`config.mk`:
```
export PLATFORM = sky130hd
export DESIGN_NAME = mem_bus_arbiter
export DESIGN_NICKNAME = d
export VERILOG_FILES = /design/src/rtl/mem_bus_arbiter.sv
export SDC_FILE = /design/constraint.sdc
export NUM_CORES = 1
export LEC_CHECK = 0
export CAP_MARGIN = 20
export CORE_MARGIN = 4
export CORE_UTILIZATION = 40
export CTS_BUF_LIST = sky130_fd_sc_hd__clkbuf_8 sky130_fd_sc_hd__clkbuf_16
export CTS_CLUSTER_SIZE = 8
export DETAILED_ROUTE_END_ITERATION = 10
export GPL_TIMING_DRIVEN = 0
export PLACE_DENSITY = 0.72
export SLEW_MARGIN = 10
export SYNTH_ARGS = -nofsm -noshare
export SYNTH_HDL_FRONTEND = slang
export SYNTH_SLANG_ARGS = --single-unit
```
`constraint.sdc`:
```
create_clock -name clk -period 5.51 [get_ports clk]
set_clock_uncertainty 0.15 [all_clocks]
set_input_delay 1.102 -clock clk [delete_from_list [all_inputs] [get_ports clk]]
set_output_delay 1.102 -clock clk [all_outputs]
set_load 0.02 [all_outputs]
```
`src/rtl/mem_bus_arbiter.sv`:
```
// Shares the byte-wide RAM/IO bus between the fetch port and the load/store port.
// Define MEM_ARB_RR_EN for round-robin arbitration; otherwise data always beats fetch.
module mem_bus_arbiter #(
    parameter int ADDR_W     = 32,
    parameter int INST_BYTES = 4
) (
    input  logic              clk,
    input  logic              rst,
    input  logic              rdy,
    input  logic              inst_req,
    input  logic [ADDR_W-1:0] inst_addr,
    input  logic              inst_abort,
    output logic [31:0]       inst_data,
    output logic              inst_done,
    input  logic              data_r_req,
    input  logic              data_w_req,
    input  logic [ADDR_W-1:0] data_addr,
    input  logic [1:0]        data_size,
    input  logic [31:0]       data_w_data,
    output logic [31:0]       data_r_data,
    output logic              data_done,
    input  logic [7:0]        mem_din,
    output logic [7:0]        mem_dout,
    output logic [ADDR_W-1:0] mem_a,
    output logic              mem_wr,
    input  logic              io_buffer_full
);
    typedef enum logic [2:0] {IDLE, RD_INST, RD_DATA, WR_DATA, WR_WAIT, DONE} state_t;

    localparam logic [2:0] INST_N = 3'(INST_BYTES);

    state_t            state, next_state;
    logic [ADDR_W-1:0] base_addr;
    logic [2:0]        cnt, nbytes, data_nbytes, addr_off;
    logic [31:0]       wr_buf, rd_buf;
    logic [7:0]        din_hold, rd_byte;
    logic              owner_data, rdy_q;
    logic              inst_valid, data_valid, grant_data, io_stall;

    assign inst_valid = inst_req && !inst_abort;
    assign data_valid = data_r_req || data_w_req;

`ifdef MEM_ARB_RR_EN
    logic last_grant;
    assign grant_data = data_valid && (!inst_valid || !last_grant);

    always_ff @(posedge clk or negedge rst) begin
        if (!rst)
            last_grant <= 1'b0;
        else if (rdy && state == IDLE && (data_valid || inst_valid))
            last_grant <= grant_data;
    end
`else
    assign grant_data = data_valid;
`endif

    always_comb begin
        case (data_size)
            2'd0:    data_nbytes = 3'd1;
            2'd1:    data_nbytes = 3'd2;
            default: data_nbytes = 3'd4;
        endcase
    end

    // Reads run one cycle past the last issue, so the address saturates at the final byte.
    assign addr_off = (cnt != 3'd0 && cnt >= nbytes) ? cnt - 3'd1 : cnt;
    assign mem_a    = base_addr + ADDR_W'(addr_off);
    assign io_stall = (mem_a[17:16] == 2'b11) && io_buffer_full;

    // RAM keeps answering during a stall, so the byte due in the first frozen cycle is
    // parked and substituted in the cycle the bus resumes.
    assign rd_byte = (rdy && !rdy_q) ? din_hold : mem_din;

    always_ff @(posedge clk or negedge rst) begin
        if (!rst) begin
            rdy_q    <= 1'b1;
            din_hold <= 8'd0;
        end else begin
            rdy_q <= rdy;
            if (rdy_q && !rdy)
                din_hold <= mem_din;
        end
    end

    always_ff @(posedge clk or negedge rst) begin
        if (!rst)
            state <= IDLE;
        else if (rdy)
            state <= next_state;
    end

    always_comb begin
        next_state = state;
        case (state)
            IDLE: begin
                if (grant_data)
                    next_state = data_w_req ? WR_DATA : RD_DATA;
                else if (inst_valid)
                    next_state = RD_INST;
            end
            RD_INST: begin
                if (inst_abort)
                    next_state = IDLE;
                else if (cnt == nbytes)
                    next_state = DONE;
            end
            RD_DATA: begin
                if (cnt == nbytes)
                    next_state = DONE;
            end
            WR_DATA, WR_WAIT: begin
                if (io_stall)
                    next_state = WR_WAIT;
                else if (cnt == nbytes - 3'd1)
                    next_state = DONE;
                else
                    next_state = WR_DATA;
            end
            DONE:    next_state = IDLE;
            default: next_state = IDLE;
        endcase
    end

    always_comb begin
        mem_wr      = rdy && (state == WR_DATA || state == WR_WAIT) && !io_stall;
        inst_done   = (state == DONE) && !owner_data && !inst_abort;
        data_done   = (state == DONE) && owner_data;
        inst_data   = inst_done ? rd_buf : 32'd0;
        data_r_data = data_done ? rd_buf : 32'd0;
        case (cnt)
            3'd1:    mem_dout = wr_buf[15:8];
            3'd2:    mem_dout = wr_buf[23:16];
            3'd3:    mem_dout = wr_buf[31:24];
            default: mem_dout = wr_buf[7:0];
        endcase
    end

    always_ff @(posedge clk or negedge rst) begin
        if (!rst) begin
            base_addr  <= '0;
            cnt        <= 3'd0;
            nbytes     <= 3'd0;
            wr_buf     <= 32'd0;
            rd_buf     <= 32'd0;
            owner_data <= 1'b0;
        end else if (rdy) begin
            case (state)
                IDLE: begin
                    cnt <= 3'd0;
                    if (grant_data) begin
                        base_addr  <= data_addr;
                        nbytes     <= data_nbytes;
                        wr_buf     <= data_w_data;
                        rd_buf     <= 32'd0;
                        owner_data <= 1'b1;
                    end else if (inst_valid) begin
                        base_addr  <= inst_addr;
                        nbytes     <= INST_N;
                        rd_buf     <= 32'd0;
                        owner_data <= 1'b0;
                    end
                end
                RD_INST, RD_DATA: begin
                    cnt <= cnt + 3'd1;
                    case (cnt)
                        3'd1:    rd_buf[7:0]   <= rd_byte;
                        3'd2:    rd_buf[15:8]  <= rd_byte;
                        3'd3:    rd_buf[23:16] <= rd_byte;
                        3'd4:    rd_buf[31:24] <= rd_byte;
                        default: ;
                    endcase
                end
                WR_DATA, WR_WAIT: begin
                    if (!io_stall)
                        cnt <= cnt + 3'd1;
                end
                default: ;
            endcase
        end
    end
endmodule
```
==> out/metrics.cfg, run 1 <==
[run_status]
outcome = complete, no violations

[worst_setup_path]
worst-path-buf-inv = 4
crit_chain = inv_1 > ha_1 > nand2b_1 > a21o_1 > a21o_1 > o21ai_0 > xnor2_1 > ha_1 > fa_1 > a21o_2 > nand2_2 > nor3_4 > buf_4 > buf_4 > nand3_1 > xnor2_1 > dlygate4sd2_1
worstPathArrival_ns = 4.05
critPathLaunchType = flop
worst-setup-path-type = flop to primary output
max_stage_delay_ns = 0.45
critPathMaxFanout = 6
worstPathRequired_ns = 4.26
worst_setup_path_end_kind = primary output
critical-path-top-delay-family = adder cells
worst_path_max_delay_cell = dfrtp_2

[clocking]
cts_root_buffer = clkbuf_16
cts_tree = built
cts_sinks = 115
clk_pin_slew_ns = 0.05
htreeDepth = 4
cts_max_path_buffers = 2
clk-insertion-delay-late_ns = 0.42
cts_made_buffers = 17

[pwr]
cellPowerDensity_nw_per_um2 = 525
max-vdd-ir-drop_uv = 280
power.leakage_nw = 4.31
power_mw = 5.07

[synthesis]
synth_top_area_cell = dfrtp_1
synth_most_common_cell = dfrtp_1
syn_area_um2 = 6450
seq_area_frac_synth = 0.446
yosys_warnings = 0
synth_edf_count = 0
avgSynthCellArea_um2 = 10.5
synth.distinct_cells = 55
synthTopCellsByArea = dfrtp_1 (44%), mux2_2 (13%), and2_1 (6.2%), mux2i_1 (6.2%), nand2_1 (3.3%)
synth_top_area_share = 0.442
ys_top_cells_by_count = dfrtp_1 (114), mux2_2 (72), and2_1 (64)
netlist_instances = 616
ys_ff_latch = 115
async_reset_ff_frac = 1.00
syn_nets = 744
synthFlopType = dfrtp_1

[timing]
fin_crit_sh = 0.962
grt_setup_unrepaired = no
slew_viol_final = 0
slew_headroom = 0.507
setup_violations = 0
fmax_ghz = 0.189
tightest_slew_ns = 0.739
min_period_ns = 5.30
hold_violations = 0
hold_slack_ns = 0.334

[global_route]
track_usage = 0.202
grt_pass1_wl_mm = 28.9
grt_pass1_vias = 5760
grt_max_degree = 78
antenna_found_initial = 0
grt_overflow = 0

[floorplan]
coreArea_um2 = 15800
ios = 221
num_rows = 46
die_area_um2 = 18200
die_y_um = 135
fp.dieW_um = 135
start_util = 0.408

[drt]
wl_per_cell_um = 16.9
ant_nets = 0
drt_first_pass_iters = 5
drc_errors = 0
vias_per_cell = 5.07
wl_mm = 18.4
vias = 5516
drtIter0Drc = 291

[placement]
gp_congestion = 0.912
dp_hpwl_mm = 14.3
io_buffers = 220
place_inst = 1053

[final_layout]
antennaDiodeCount = 0
fin_cells = 1088
nets = 988
final_util = 0.610
syn2layout_area_growth_pct = 49.5
drive_gt1_frac = 0.161

[hold_path]
min_path_type = flop to flop

[run]
drv_cap = 0

kinds of logic after synthesis:
family	count (synthesis)	share of synthesized area
simple gates	206	0.169
mux	115	0.193
flops	115	0.446
compound gates	85	0.0837
buf+inv	48	0.0357
xor+xnor	33	0.0448
fa+ha+maj	14	0.0283
report_power, final:
| group | leakage, nW | switching (mW) | internal, mW |
|---|---|---|---|
| combinational | 2.56 | 1.22 | 1.11 |
| clock | 0.327 | 0.376 | 0.830 |
| sequential | 1.43 | 0.304 | 1.23 |
| total | 4.31 | 1.90 | 3.17 |
state kept, by name, indices dropped and copies added (netlist names):
| register | cells |
|---|---|
| nbytes | 3 |
| base_addr | 32 |
| rdy_q | 1 |
| rd_buf | 32 |
| wr_buf | 32 |
| state | 3 |
| cnt | 3 |
| owner_data | 1 |
| din_hold | 8 |
cells in the final DEF (no fill, tap or decap), types with 3 or more instances in the layout:
cell type / n
buf_4: 4
ha_1: 13
clkbuf_8: 6
dfrtp_1: 113
bufinv_16: 5
nand2b_1: 6
dlygate4sd2_1: 7
and2_1: 64
xnor2_1: 20
o22ai_1: 3
clkdlybuf4s50_1: 206
clkbuf_1: 17
and3_1: 8
nor3_1: 6
a21o_1: 4
a21oi_1: 17
buf_2: 8
nand3_1: 10
a222oi_1: 8
clkbuf_16: 17
o21ai_0: 37
mux2_2: 72
nand2_1: 56
inv_1: 18
nor2_1: 31
mux2_1: 3
mux2i_1: 40
nand4_1: 4
nor2b_1: 4
dlymetal6s2s_1: 5
xor2_1: 13
clkinv_2: 4
through the flow:
step / setup slack (ns) / instance area (um2) / TNS, ns
finish: 0.208 / 9650 / 0
global route: 0.00696 / 9650 / 0
global placement: -1.14 / 8930 / -129.11
floorplan: 1.02 / 6450 / 0
CTS: 0.0297 / 9620 / 0
detailed placement: 0.00902 / 8960 / 0
metal layers:
metal | track usage | part of all wire | vias up
met4 | 0.0823 | 0.021 | 0
met2 | 0.364 | 0.52 | 184
li1 | - | - | 2633
met1 | 0.230 | 0.39 | 2676
met3 | 0.0469 | 0.064 | 23
met5 | 0 | 0 | -
timing repair:
action,4_1_cts,5_1_grt
hold endpoints to repair,0,0
setup buffers,2,1
resized for setup,11,9
hold buffers,0,0
endpoints found under the setup margin,12,15
final timing paths:
kind | start | to | slack, ns | cells past startpoint
max | cnt[0] | mem_a[28] | 0.21 | 17
min in group asynchronous | rst | base_addr[24] | 0.43 | 1
min reg2reg | base_addr[30] | base_addr[30] | 0.33 | 2
max reg2reg | cnt[0] | cnt[0] | 1.55 | 15
min | base_addr[30] | base_addr[30] | 0.33 | 2
max in group asynchronous | rst | rdy_q | 4.03 | 2
layout make-up:
class | count | area [um2]
flip-flops and latches | 115 | 2880
well taps | 216 | 270
plain buffers | 31 | 166
clock inverters | 11 | 183
repair buffers | 225 | 2260
inverters | 17 | 63.8
clock buffers | 20 | 467
fillers | 1310 | 6170
multi-input cells | 453 | 3360
worst min-delay path, stage by stage, from the launching register on:
cell and delay [ns]:
dfrtp_1 0.34, nand2_1 0.05, o21ai_0 0.06
Power figures use the tool's default switching activity.
==> inputs of run 2 (changes only) <==
- DONT_BUFFER_PORTS: not set -> 1
- PLACE_DENSITY: 0.72 -> not set
==> out/metrics.cfg, run 2 (same netlist as run 1, synthesis figures left out) <==
[worst_setup_path]
worst_setup_path_end_kind = primary output
worstPathArrival_ns = 4.09  ; +0.04 ns
critPathLaunchType = flop
critical-path-top-delay-family = simple AND/OR/NAND/NOR gates
worst_path_max_delay_cell = dfrtp_1
critPathMaxFanout = 6  ; unchanged
startpoint = cnt[0]
worstPathRequired_ns = 4.26  ; about the same
crit_chain = inv_1 > ha_1 > nand2b_1 > a21o_1 > a21o_1 > o21ai_0 > o21ai_0 > ha_1 > and3_1 > o21a_1 > and3_1 > nand2_1 > nor3_1 > xor2_2
worst-setup-path-type = flop to primary output
max_stage_delay_ns = 0.46  ; about the same
worst-path-buf-inv = 1  ; -3
r2r-start = cnt[0]

[drt]
vias = 4714  ; -15%
wl_per_cell_um = 19.4  ; +15%
drt_first_pass_iters = 5  ; unchanged
ant_nets = 0  ; unchanged
wl_mm = 16.8  ; -8.6%
vias_per_cell = 5.46  ; +7.6%
drc_errors = 0  ; unchanged
drtIter0Drc = 194  ; -33%

[clocking]
cts_setup_buffers = 0  ; -2
clk_pin_slew_ns = 0.05  ; about the same
cts_made_buffers = 17  ; unchanged
cts_sinks = 115  ; unchanged
htreeDepth = 4  ; unchanged
clk-insertion-delay-late_ns = 0.41  ; about the same
cts_root_buffer = clkbuf_16
cts_max_path_buffers = 2  ; unchanged
cts_tree = built
postCtsHoldBufs = 0  ; unchanged

[final_layout]
final_cell_mix = dfrtp_1 (114), mux2_2 (72), and2_1 (64)
final_area_um2 = 7370  ; -24%
syn2layout_area_growth_pct = 14.2
reg.largest.list = base_addr x32, rd_buf x32, wr_buf x32
antennaDiodeCount = 0  ; unchanged
drive_gt1_frac = 0.211  ; +0.0509
final_common_cell = dfrtp_1
nets = 763  ; -23%

[timing]
tightest_slew_ns = 1.02  ; +0.282 ns
hold_slack_ns = 0.240  ; -0.0933 ns
fmax_ghz = 0.187  ; -0.76%
slew_headroom = 0.317  ; -0.191
setup_violations = 0  ; unchanged
fin_crit_sh = 0.970  ; +0.00741
min_period_ns = 5.34  ; +0.0408 ns
slew_viol_final = 0  ; unchanged
fin_ws_ns = 0.168  ; -0.0408 ns
grt_setup_unrepaired = yes
hold_violations = 0  ; unchanged

[pwr]
max-vdd-ir-drop_uv = 219  ; -22%
clkPwrFrac = 0.246  ; +0.008
p_int_mw = 2.64  ; -17%
p_sw_frac = 0.409  ; +0.0347
seq_power_share = 0.345  ; +0.042
power.leakage_nw = 3.34  ; -23%
switching_power_mw = 1.82  ; -3.8%
pwr-share-comb = 0.409  ; -0.050
cellPowerDensity_nw_per_um2 = 606  ; +15%

[global_route]
grt_pass1_wl_mm = 26.0  ; -10%
track_usage = 0.185  ; -0.0170
grt_max_degree = 116  ; +49%
antenna_found_initial = 0  ; unchanged
grt_overflow = 0  ; unchanged
grt_pass1_vias = 4704  ; -18%

[hold_path]
min_path_type = input pin to async pin

[placement]
io_buffers = 0  ; -100%
pre_cts_ws_ns = 0.350  ; +0.341 ns
place_area_um2 = 6730  ; -25%
dp_hpwl_mm = 12.7  ; -11%
gp_congestion = 0.817  ; -10%

[floorplan]
ios = 221  ; unchanged
die_area_um2 = 18200  ; unchanged
start_util = 0.408  ; unchanged
die_y_um = 135  ; unchanged
fp.dieW_um = 135  ; unchanged
coreArea_um2 = 15800  ; unchanged
num_rows = 46  ; unchanged

[run_status]
outcome = complete, no violations

[run]
drv_cap = 0  ; unchanged

[run 2: per-layer routing]
metal / vias to the layer above / wire length, um / GRT usage
met5: - / 0 / 0
met4: 0 / 269 / 0.0588
met3: 23 / 1130 / 0.0570
met2: 186 / 8700 / 0.323
met1: 2337 / 6660 / 0.218
li1: 2168 / - / -
[run 2: power groups by stage]
stage                     registers [mW]  clock network (mW)  logic, mW
after floorplan                     1.44                   0       1.49
after global placement              1.51                   0       1.79
after detailed placement            1.54                   0       1.84
after CTS                           1.53                1.13       1.85
after global routing                1.59                1.17       2.01
final                               1.54                1.10       1.83
[run 2: worst register-to-register path, delay by kind of cell (launching register included)]
family / cells / cell delay [ns]
buffers and inverters: 1 / 0.14
flip-flops: 1 / 0.46
adder cells (fa/ha/maj): 3 / 0.97
multiplexers: 1 / 0.36
AND/OR/NAND/NOR: 2 / 0.41
XOR/XNOR: 1 / 0.11
AO/OA/AOI/OAI: 7 / 1.40
[run 2: timing repair]
item,in CTS,in global routing
setup endpoints to repair,4,5
endpoints found under the hold margin,0,0
gates resized for setup,1,4
[run 2: cell type report]
| type | instances | area [um2] |
|---|---|---|
| clock inverters | 13 | 151 |
| inverters | 17 | 63.8 |
| clock buffers | 19 | 453 |
| multi-input cells | 453 | 3390 |
| plain buffers | 31 | 166 |
| well taps | 216 | 270 |
| flip-flops and latches | 115 | 2880 |
| fillers | 1497 | 8460 |
[run 2: stage by stage]
step | std cells | power [mW] | utilization | setup TNS, ns
6_report | 864 | 4.46 | 0.466 | 0
5_1_grt | 864 | 4.78 | 0.466 | -0.0692
4_1_cts | 864 | 4.51 | 0.463 | 0
3_5_place_dp | 832 | 3.39 | 0.425 | 0
3_3_place_gp | 832 | 3.30 | 0.425 | 0
2_1_floorplan | 616 | 2.93 | - | 0
[run 2: path summary, 6_finish.rpt]
path / endpoint / slack [ns] / cells past startpoint
worst max register to register: cnt[0] / 1.39 / 15
worst min register to register: base_addr[2] / 0.34 / 2
worst max-delay path: mem_a[31] / 0.17 / 14
min in group clk: base_addr[2] / 0.34 / 2
worst min-delay path: rd_buf[23] / 0.24 / 0
max in group asynchronous: rdy_q / 4.74 / 0
==> inputs of run 3 (changes only) <==
- ABC_AREA: not set -> 0
- CAP_MARGIN: 20 -> not set
==> results of run 3 <==
No change in the layout: final DEF, timing and power equal those of run 2.
